**src/rtl/pipe_hazard_ctrl.sv**
```systemverilog
// Pipeline hazard controller: decides stall/flush/enable for a 5-stage pipe
// from load-use, redirect, fetch and data-memory wait conditions.
module pipe_hazard_ctrl #(
  parameter int REG_ADDR_W = 5,
  parameter int CNT_W      = 16
) (
  input  logic                  clk,
  input  logic                  rst,
  input  logic [REG_ADDR_W-1:0] id_rs1,
  input  logic [REG_ADDR_W-1:0] id_rs2,
  input  logic                  id_rs1_used,
  input  logic                  id_rs2_used,
  input  logic [REG_ADDR_W-1:0] ex_rd,
  input  logic                  ex_mem_read,
  input  logic                  ex_branch_taken,
  input  logic                  imem_ready,
  input  logic                  dmem_req,
  input  logic                  dmem_ready,
  input  logic                  halt_req,
  output logic                  pc_en,
  output logic                  if_id_en,
  output logic                  if_id_stall,
  output logic                  if_id_flush,
  output logic                  id_ex_flush,
  output logic                  ex_mem_en,
  output logic                  halted,
  output logic [CNT_W-1:0]      stall_cycles,
  output logic [CNT_W-1:0]      flush_count
);

  typedef enum logic [1:0] {RUN, DMEM_WAIT, HALT} state_e;

  state_e           state_q, state_d;
  logic             load_use, freeze, redirect, active;
  logic [CNT_W-1:0] stall_q, stall_d, flush_q, flush_d;

  always_comb begin
    state_d     = state_q;
    pc_en       = 1'b0;
    if_id_en    = 1'b0;
    if_id_stall = 1'b0;
    if_id_flush = 1'b0;
    id_ex_flush = 1'b0;
    ex_mem_en   = 1'b0;
    halted      = 1'b0;
    freeze      = 1'b0;
    redirect    = 1'b0;
    active      = 1'b0;
    // x0 is hardwired, so a load targeting it never creates a dependency
    load_use = ex_mem_read && (ex_rd != '0) &&
               ((id_rs1_used && (id_rs1 == ex_rd)) ||
                (id_rs2_used && (id_rs2 == ex_rd)));

    case (state_q)
      RUN, DMEM_WAIT: begin
        active   = 1'b1;
        if_id_en = 1'b1;
        freeze   = (state_q == DMEM_WAIT) ? !dmem_ready : (dmem_req && !dmem_ready);
        if (freeze) begin
          if_id_stall = 1'b1;
          state_d     = DMEM_WAIT;
        end else begin
          ex_mem_en = 1'b1;
          state_d   = RUN;
          if (ex_branch_taken) begin
            redirect    = 1'b1;
            pc_en       = 1'b1;
            if_id_flush = 1'b1;
            id_ex_flush = 1'b1;
          end else if (load_use) begin
            if_id_stall = 1'b1;
            id_ex_flush = 1'b1;
          end else if (!imem_ready) begin
            if_id_flush = 1'b1;
          end else begin
            pc_en = 1'b1;
          end
          // halt is only honoured from RUN, after this cycle's action retires
          if ((state_q == RUN) && halt_req) state_d = HALT;
        end
      end
      HALT:    halted  = 1'b1;
      default: state_d = RUN;
    endcase

    stall_d = stall_q;
    if (active && !pc_en && (stall_q != '1)) stall_d = stall_q + CNT_W'(1);
    flush_d = flush_q;
    if (redirect && (flush_q != '1)) flush_d = flush_q + CNT_W'(1);

    if (rst) begin
      pc_en       = 1'b0;
      if_id_en    = 1'b0;
      if_id_stall = 1'b0;
      if_id_flush = 1'b0;
      id_ex_flush = 1'b0;
      ex_mem_en   = 1'b0;
      halted      = 1'b0;
    end
  end

  always_ff @(posedge clk or posedge rst) begin
    if (rst) begin
      state_q <= RUN;
      stall_q <= '0;
      flush_q <= '0;
    end else begin
      state_q <= state_d;
      stall_q <= stall_d;
      flush_q <= flush_d;
    end
  end

  assign stall_cycles = stall_q;
  assign flush_count  = flush_q;

endmodule

```
**config.mk**
```make
export PLATFORM = sky130hd
export DESIGN_NAME = pipe_hazard_ctrl
export DESIGN_NICKNAME = d
export VERILOG_FILES = /design/src/rtl/pipe_hazard_ctrl.sv
export SDC_FILE = /design/constraint.sdc
export NUM_CORES = 1
export LEC_CHECK = 0
export ABC_CLOCK_PERIOD_IN_PS = 3700
export BUFFER_PORTS_ARGS = -buffer_cell sky130_fd_sc_hd__buf_4
export CORE_MARGIN = 2
export CORE_UTILIZATION = 28
export DETAILED_ROUTE_END_ITERATION = 7
export RECOVER_POWER = 25
export SLEW_MARGIN = 15
export SYNTH_ARGS = -nofsm -noshare
export SYNTH_HDL_FRONTEND = slang
export SYNTH_SLANG_ARGS = --single-unit
```
**constraint.sdc**
```tcl
create_clock -name clk -period 3.7 [get_ports clk]
set_clock_uncertainty 0.1 [all_clocks]
set_input_delay 0.74 -clock clk [delete_from_list [all_inputs] [get_ports clk]]
set_output_delay 0.74 -clock clk [all_outputs]
set_load 0.02 [all_outputs]
```
==> flow_summary.toml, run 1 <==
[sta]
setup_repair_after_global_routing_missed_its_margin = "no"
final.period_utilization = 0.791
report.final.hold_viol_count = 0
final-max-slew-violation-count = 35
timing.max_slew.rel_slack = -0.241
min_period_ns = 2.93
layout_setup_ws_ns = 0.775
finalSetupViolCount = 0
setup_tns_ns = 0
tightest_pin_transition_ns = 1.86
fmaxAchievable_ghz = 0.342

[logic_synthesis]
count_of_flip_flops_with_a_built_in_enable_after_synthesis = 0
ys.warnings.count = 0
yosys-top-cells-area = "sky130_fd_sc_hd__dfrtp_1 48%, sky130_fd_sc_hd__xnor2_1 16%, sky130_fd_sc_hd__nand3_1 5.4%"
synthesis.instances = 175
synth.distinct_cells = 30
syn_area_um2 = 1770
yosysMostFrequentCell = "sky130_fd_sc_hd__dfrtp_1"
synth_area_per_cell_um2 = 10.1
async_flop_share = 1.00
synth_largest_area_cell = "sky130_fd_sc_hd__dfrtp_1"
yosys_register_bits = 34
post_synth_most_frequent_cells = "34 x sky130_fd_sc_hd__dfrtp_1, 33 x sky130_fd_sc_hd__xnor2_1, 19 x sky130_fd_sc_hd__nand3_1, 14 x sky130_fd_sc_hd__nand2_1, 11 x sky130_fd_sc_hd__nor2_1"
synth_top_cell_area_share = 0.480
seq_area_frac_synth = 0.480
synth_nets = 202
synth_flop_cell = "sky130_fd_sc_hd__dfrtp_1"

[outcome]
failing_checks = "capacitance limit, slew limit"
status = "finished, violations left"

[pwr]
clkPwrFrac = 0.300
swShare = 0.296
internal_power_uw = 657
peak_supply_drop_v = 0.000258
power_density_of_the_placed_cells_nw_per_um2 = 385
sequentialPowerShare = 0.487
total_power_uw = 932
part_of_the_total_power_dissipated_in_combinational_logic = 0.213
power.static_leakage_nw = 1.17
p_sw_uw = 276

[grt]
gr-total-overflow = 0
grt_max_degree = 35
grt_pass1_vias = 1459
global_route.usage.total = 0.120
initial_antenna_violation_count = 0
grt_pass1_wl_mm = 6.82

[critical_path]
worst-endpoint-arrival_ns = 2.09
setup.worst_path.class = "input pin to output pin"
cp-end-kind = "output pin"
critical_path_peak_fanout = 4
crit_required_ns = 2.86
timing.critical_path.from_type = "input pin"

[clock_network]
clock_path_buffers = 2
tritoncts = "done"
clock_tree.root_cell = "sky130_fd_sc_hd__clkbuf_8"
clock_pin_slew_reported_for_the_worst_setup_and_hold_paths_after_clock_tree_synthesis_ns = 0.07
clk_latency_ns = 0.28
tritoncts_num_sinks = 34
cts_setup_buffers = 0
cts.hold.buffers_added = 0
numCtsBuffers = 5
cts_htree_levels = 2
post_cts_resize_count = 0

[routing]
total_wire_length_after_detailed_routing_mm = 4.08
drc = 0
route.detailed.wl_per_inst_um = 12.7
vias_per_cell = 4.71
drt_antenna_net_count = 0
route.vias.total = 1517
detailedRoute.firstPassIterationCount = 4
detail_route.iter0.violations = 47

[placed_design]
postPlaceCellArea_um2 = 2330
gp_congestion = 0.749
post-place-ws_ns = 0.764
port_buffers = 63
dp_hpwl_mm = 3.03

[cells_and_area]
area_delta_synth_final_pct = 36.3
design_area_um2 = 2420
antenna_cells_inserted = 0
drive_gt1_frac = 0.302
n_fill_cell = 651
num-nets-final = 271
layout.core_utilization = 0.388

[worst_hold_path]
hold_path_class = "flop to flop"

[floorplanning]
core_area_um2 = 6240
die_area_um2 = 6990
design.portCount = 64
initial_utilization = 0.284
width_of_the_die_um = 83.6
floorplan.die.height_um = 83.6
rows = 29

[job]
drv_cap = 1
==> stage by stage <==
stage	cells	hold WS (ns)
finish	322	0.386
floorplan	175	0.347
global route	322	0.402
detailed placement	314	0.375
CTS	322	0.387
global placement	314	0.374
==> final cells by class <==
cell class                 count  area, um2  share of cell area
sequential                    34        851               0.352
tap                           77       96.3              0.0398
timing repair buffer          64        473               0.196
inverter                       4       15.0             0.00621
multi-input combinational    135        892               0.369
clock buffer                   7       86.3              0.0357
clock inverter                 1       5.00             0.00207
==> metal layers <==
layer / up-vias / track usage / part of all wire
met4: 0 / 0.0484 / 0.010
li1: 743 / - / -
met3: 2 / 0.0307 / 0.070
met1: 721 / 0.158 / 0.46
met2: 51 / 0.188 / 0.45
met5: - / 0 / 0
==> critical path, cell delays in order <==
cell and delay, ns:
sky130_fd_sc_hd__buf_4 0.12, sky130_fd_sc_hd__or4_1 0.52, sky130_fd_sc_hd__o21a_1 0.19, sky130_fd_sc_hd__nand2_1 0.12
sky130_fd_sc_hd__o21ai_0 0.09, sky130_fd_sc_hd__and2_1 0.15, sky130_fd_sc_hd__buf_4 0.15
==> kinds of logic after synthesis <==
family | synth area share
mux | 0.0127
buf+inv | 0.0176
flops | 0.480
fa+ha+maj | 0.0141
xor+xnor | 0.197
simple gates | 0.233
compound gates | 0.0458
==> path summary, 6_finish.rpt <==
path | slack (ns) | endpoint | cells past startpoint | start
worst min register to register | 0.39 | state_q[1]$_DFFE_PP0P_ | 1 | state_q[0]$_DFFE_PP0P_
min in group asynchronous | 1.03 | state_q[1]$_DFFE_PP0P_ | 3 | rst
worst max-delay path | 0.77 | if_id_stall | 7 | ex_rd[1]
worst max register to register | 1.56 | stall_cycles[1]$_DFFE_PP0P_ | 6 | stall_cycles[6]$_DFFE_PP0P_
max in group asynchronous | 1.40 | stall_cycles[15]$_DFFE_PP0P_ | 3 | rst
worst min-delay path | 0.39 | state_q[1]$_DFFE_PP0P_ | 1 | state_q[0]$_DFFE_PP0P_
==> power by group through the flow <==
stage | clock, mW | combinational [mW] | sequential (mW)
floorplan | 0 | 0.0667 | 0.494
global placement | 0 | 0.201 | 0.461
detailed placement | 0 | 0.202 | 0.461
CTS | 0.296 | 0.203 | 0.454
global route | 0.314 | 0.217 | 0.463
finish | 0.280 | 0.199 | 0.454
==> flip-flops by register name, summed over array words and instances (netlist names) <==
| name | flops |
|---|---|
| flush_count | 16 |
| stall_cycles | 16 |
| state_q | 2 |
==> cell usage in the layout, fill, tap and decap left out, drive strengths merged, types with 6 or more instances in the layout <==
cell type	instances
nand3	19
buf	62
a21oi	6
nor2	11
clkbuf	9
dfrtp	34
xor2	7
nand4	9
and3	9
xnor2	33
nand2	14
Power figures use the tool's default switching activity.
==> run 2, diff against run 1 <==
--- a/config.mk
+++ b/config.mk
@@ -5,7 +5,8 @@
 export SDC_FILE = /design/constraint.sdc
 export NUM_CORES = 1
 export LEC_CHECK = 0
-export ABC_CLOCK_PERIOD_IN_PS = 3700
+export ABC_AREA = 1
+export ABC_CLOCK_PERIOD_IN_PS = 2500
 export BUFFER_PORTS_ARGS = -buffer_cell sky130_fd_sc_hd__buf_4
 export CORE_MARGIN = 2
 export CORE_UTILIZATION = 28
==> constraint.sdc (replaced) <==
create_clock -name clk -period 2.5 [get_ports clk]
set_clock_uncertainty 0.1 [all_clocks]
set_input_delay 0.5 -clock clk [delete_from_list [all_inputs] [get_ports clk]]
set_output_delay 0.5 -clock clk [all_outputs]
set_load 0.02 [all_outputs]
==> run 2 against run 1 <==
  * The run now ends clean
  * Largest cell class unchanged
  * Hold slack worse by 0.0071 ns
  * Via count grew 36%
  * Cell area rose by 18%
  * Critical path type is now flop to output pin
  * Critical endpoint unchanged
  * Largest power group unchanged
  * Combinational power increased by 22%
  * Core utilization decreased by 1.7 points
  * Non-clock buffer count grew 1
  * Die area rose by 23%
  * Critical path depth decreased by 1
==> flow_summary.toml, run 2 <==
[clock_network]
cts_htree_levels = 2
clock_path_buffers = 2
clk_latency_ns = 0.28
cts_setup_buffers = 0
tritoncts = "done"
clock_pin_slew_reported_for_the_worst_setup_and_hold_paths_after_clock_tree_synthesis_ns = 0.06
clock_tree.root_cell = "sky130_fd_sc_hd__clkbuf_8"
tritoncts_num_sinks = 34
post_cts_resize_count = 0
numCtsBuffers = 5
cts.hold.buffers_added = 0

[logic_synthesis]
synthesis.instances = 302
synth_compound_area_frac = 0.0283
synth.mux.area_fraction = 0
synth_flop_cell = "sky130_fd_sc_hd__dfrtp_1"
ys.warnings.count = 0
syn_area_um2 = 2210
synth-xor-area-share = 0.0911
synth_largest_area_cell = "sky130_fd_sc_hd__dfrtp_1"
post_synth_and_or_nand_nor_area_fraction = 0.389
synth-adder-area-share = 0.0113
post_synth_most_frequent_cells = "96 x sky130_fd_sc_hd__nand2_1, 41 x sky130_fd_sc_hd__inv_1, 34 x sky130_fd_sc_hd__dfrtp_1, 29 x sky130_fd_sc_hd__nand3_1, 28 x sky130_fd_sc_hd__nor2_1"
synth_nets = 329
synth_top_cell_area_share = 0.385
yosysMostFrequentCell = "sky130_fd_sc_hd__nand2_1"
synth_area_per_cell_um2 = 7.32
async_flop_share = 1.00
count_of_flip_flops_with_a_built_in_enable_after_synthesis = 0
seq_area_frac_synth = 0.385
synth.distinct_cells = 27
yosys-top-cells-area = "sky130_fd_sc_hd__dfrtp_1 38%, sky130_fd_sc_hd__nand2_1 16%, sky130_fd_sc_hd__inv_1 7.0%"
synth_top_family_by_area = "simple AND/OR/NAND/NOR gates"
yosys_register_bits = 34

[floorplanning]
width_of_the_die_um = 92.9
initial_utilization = 0.288
die_area_um2 = 8620
core_area_um2 = 7690
floorplan.die.height_um = 92.9
rows = 32
design.portCount = 64

[sta]
min_period_ns = 2.25
tightest_pin_transition_ns = 0.857
setup_tns_ns = 0
final-max-slew-violation-count = 0
report.final.hold_viol_count = 0
fmaxAchievable_ghz = 0.444
whs_ns = 0.379
layout_setup_ws_ns = 0.248
setup_repair_after_global_routing_missed_its_margin = "no"
timing.max_slew.rel_slack = 0.429
finalSetupViolCount = 0
final.period_utilization = 0.901

[routing]
route.detailed.wl_per_inst_um = 10.9
drc = 0
total_wire_length_after_detailed_routing_mm = 5.16
detailedRoute.firstPassIterationCount = 5
detail_route.iter0.violations = 66
route.vias.total = 2062
drt_antenna_net_count = 0
vias_per_cell = 4.37

[critical_path]
timing.critical_path.slowest_cell_delay_ns = 0.43
timing.critical_path.from_type = "flop"
setup.worst_path.class = "flop to output pin"
critPathTopFamily = "compound AO/OA/AOI/OAI gates"
worstSetupStartpoint = "state_q[1]$_DFFE_PP0P_"
cp-end-kind = "output pin"
worst-r2r-setup-slack_ns = 0.60
worstPathBufferInverterCount = 3
regToRegStartpoint = "flush_count[0]$_DFFE_PP0P_"
critical_path_peak_fanout = 5
crit_chain = "inv_2, nand2_1, a21oi_2, inv_1, a21oi_1, buf_4"
timing.critical_path.to = "if_id_stall"
crit_cells = 6
worst-endpoint-arrival_ns = 1.65
critical_path_s_slowest_cell = "sky130_fd_sc_hd__dfrtp_1"
crit_required_ns = 1.90
reg2reg_depth = 8
timing.rr.end = "flush_count[9]$_DFFE_PP0P_"

[pwr]
power.static_leakage_nw = 1.53
peak_supply_drop_v = 0.000181
total_power_mw = 1.24
power_density_of_the_placed_cells_nw_per_um2 = 436

[job]
drv_cap = 0

[placed_design]
port_buffers = 63
postPlaceCellArea_um2 = 2780
post-place-ws_ns = 0.422
numPlacedInstances = 465
gp_congestion = 0.825
dp_hpwl_mm = 4.01

[cells_and_area]
final_common_cell = "sky130_fd_sc_hd__nand2_1"
design_area_um2 = 2850
mostFrequentLayoutCells = "96 x sky130_fd_sc_hd__nand2_1, 63 x sky130_fd_sc_hd__buf_4, 41 x sky130_fd_sc_hd__inv_1, 34 x sky130_fd_sc_hd__dfrtp_1, 29 x sky130_fd_sc_hd__nand3_1"
num-nets-final = 397
area_delta_synth_final_pct = 29.0
layout.core_utilization = 0.371
drive_gt1_frac = 0.243
antenna_cells_inserted = 0
count_of_non_filler_cells_in_the_finished_layout = 472

[grt]
initial_antenna_violation_count = 0
gr-total-overflow = 0
grt_max_degree = 35
grt_pass1_vias = 2068
grt_pass1_wl_mm = 9.16
global_route.usage.total = 0.129

[outcome]
status = "completed"

[worst_hold_path]
hold_path_class = "input pin to async pin"
run 2: changes by cell type in the layout (fill, tap and decap cells not counted), moves of 3 or more:
cell and change:
sky130_fd_sc_hd__inv_2 +3, sky130_fd_sc_hd__xor2_1 +9, sky130_fd_sc_hd__a21oi_1 -4, sky130_fd_sc_hd__nand4_1 -3, sky130_fd_sc_hd__xnor2_1 -26, sky130_fd_sc_hd__nand2_1 +82, sky130_fd_sc_hd__nand3_2 +5, sky130_fd_sc_hd__inv_1 +37
sky130_fd_sc_hd__nand3_1 +10, sky130_fd_sc_hd__nor3_1 +6, sky130_fd_sc_hd__and2_1 -4, sky130_fd_sc_hd__nor2_1 +17, sky130_fd_sc_hd__and3_1 -9, sky130_fd_sc_hd__o21ai_0 +3
run 2: report_power, final:
part	switching (mW)	internal, mW
Combinational	0.135	0.107
Sequential	0.0410	0.582
Clock	0.186	0.191
run 2: layer usage:
metal	wire length (um)	global-route usage	up-vias
li1	-	-	1079
met1	2340	0.159	933
met2	2530	0.222	43
met3	234	0.0309	7
met4	51	0.0417	0
met5	0	0	-
run 2: kinds of logic after synthesis:
family	after synthesis
buf+inv	48
simple gates	186
compound gates	9
fa+ha+maj	2
xor+xnor	23
flops	34
run 2: cell type report:
| cell class | count | area [um2] |
|---|---|---|
| flip-flops and latches | 34 | 851 |
| well taps | 102 | 128 |
| clock buffers | 7 | 76.3 |
| inverters | 44 | 165 |
| multi-input cells | 220 | 1150 |
| fillers | 827 | 4840 |
| repair buffers | 65 | 482 |
run 2: tightest hold or removal path, cell delays in order:
cell and delay (ns):
sky130_fd_sc_hd__clkbuf_1 0.10, sky130_fd_sc_hd__inv_1 0.05, sky130_fd_sc_hd__clkbuf_2 0.66
run 2: worst min path at each step:
stage / from / endpoint / slack (ns) / cells past startpoint
after global routing: halt_req / state_q[1]$_DFFE_PP0P_ / 0.41 / 3
final: rst / flush_count[11]$_DFFE_PP0P_ / 0.38 / 3
after detailed placement: state_q[0]$_DFFE_PP0P_ / state_q[1]$_DFFE_PP0P_ / 0.37 / 1
after CTS: rst / state_q[1]$_DFFE_PP0P_ / 0.25 / 3
after floorplan: state_q[0]$_DFFE_PP0P_ / state_q[1]$_DFFE_PP0P_ / 0.35 / 1
after global placement: state_q[0]$_DFFE_PP0P_ / state_q[1]$_DFFE_PP0P_ / 0.38 / 1
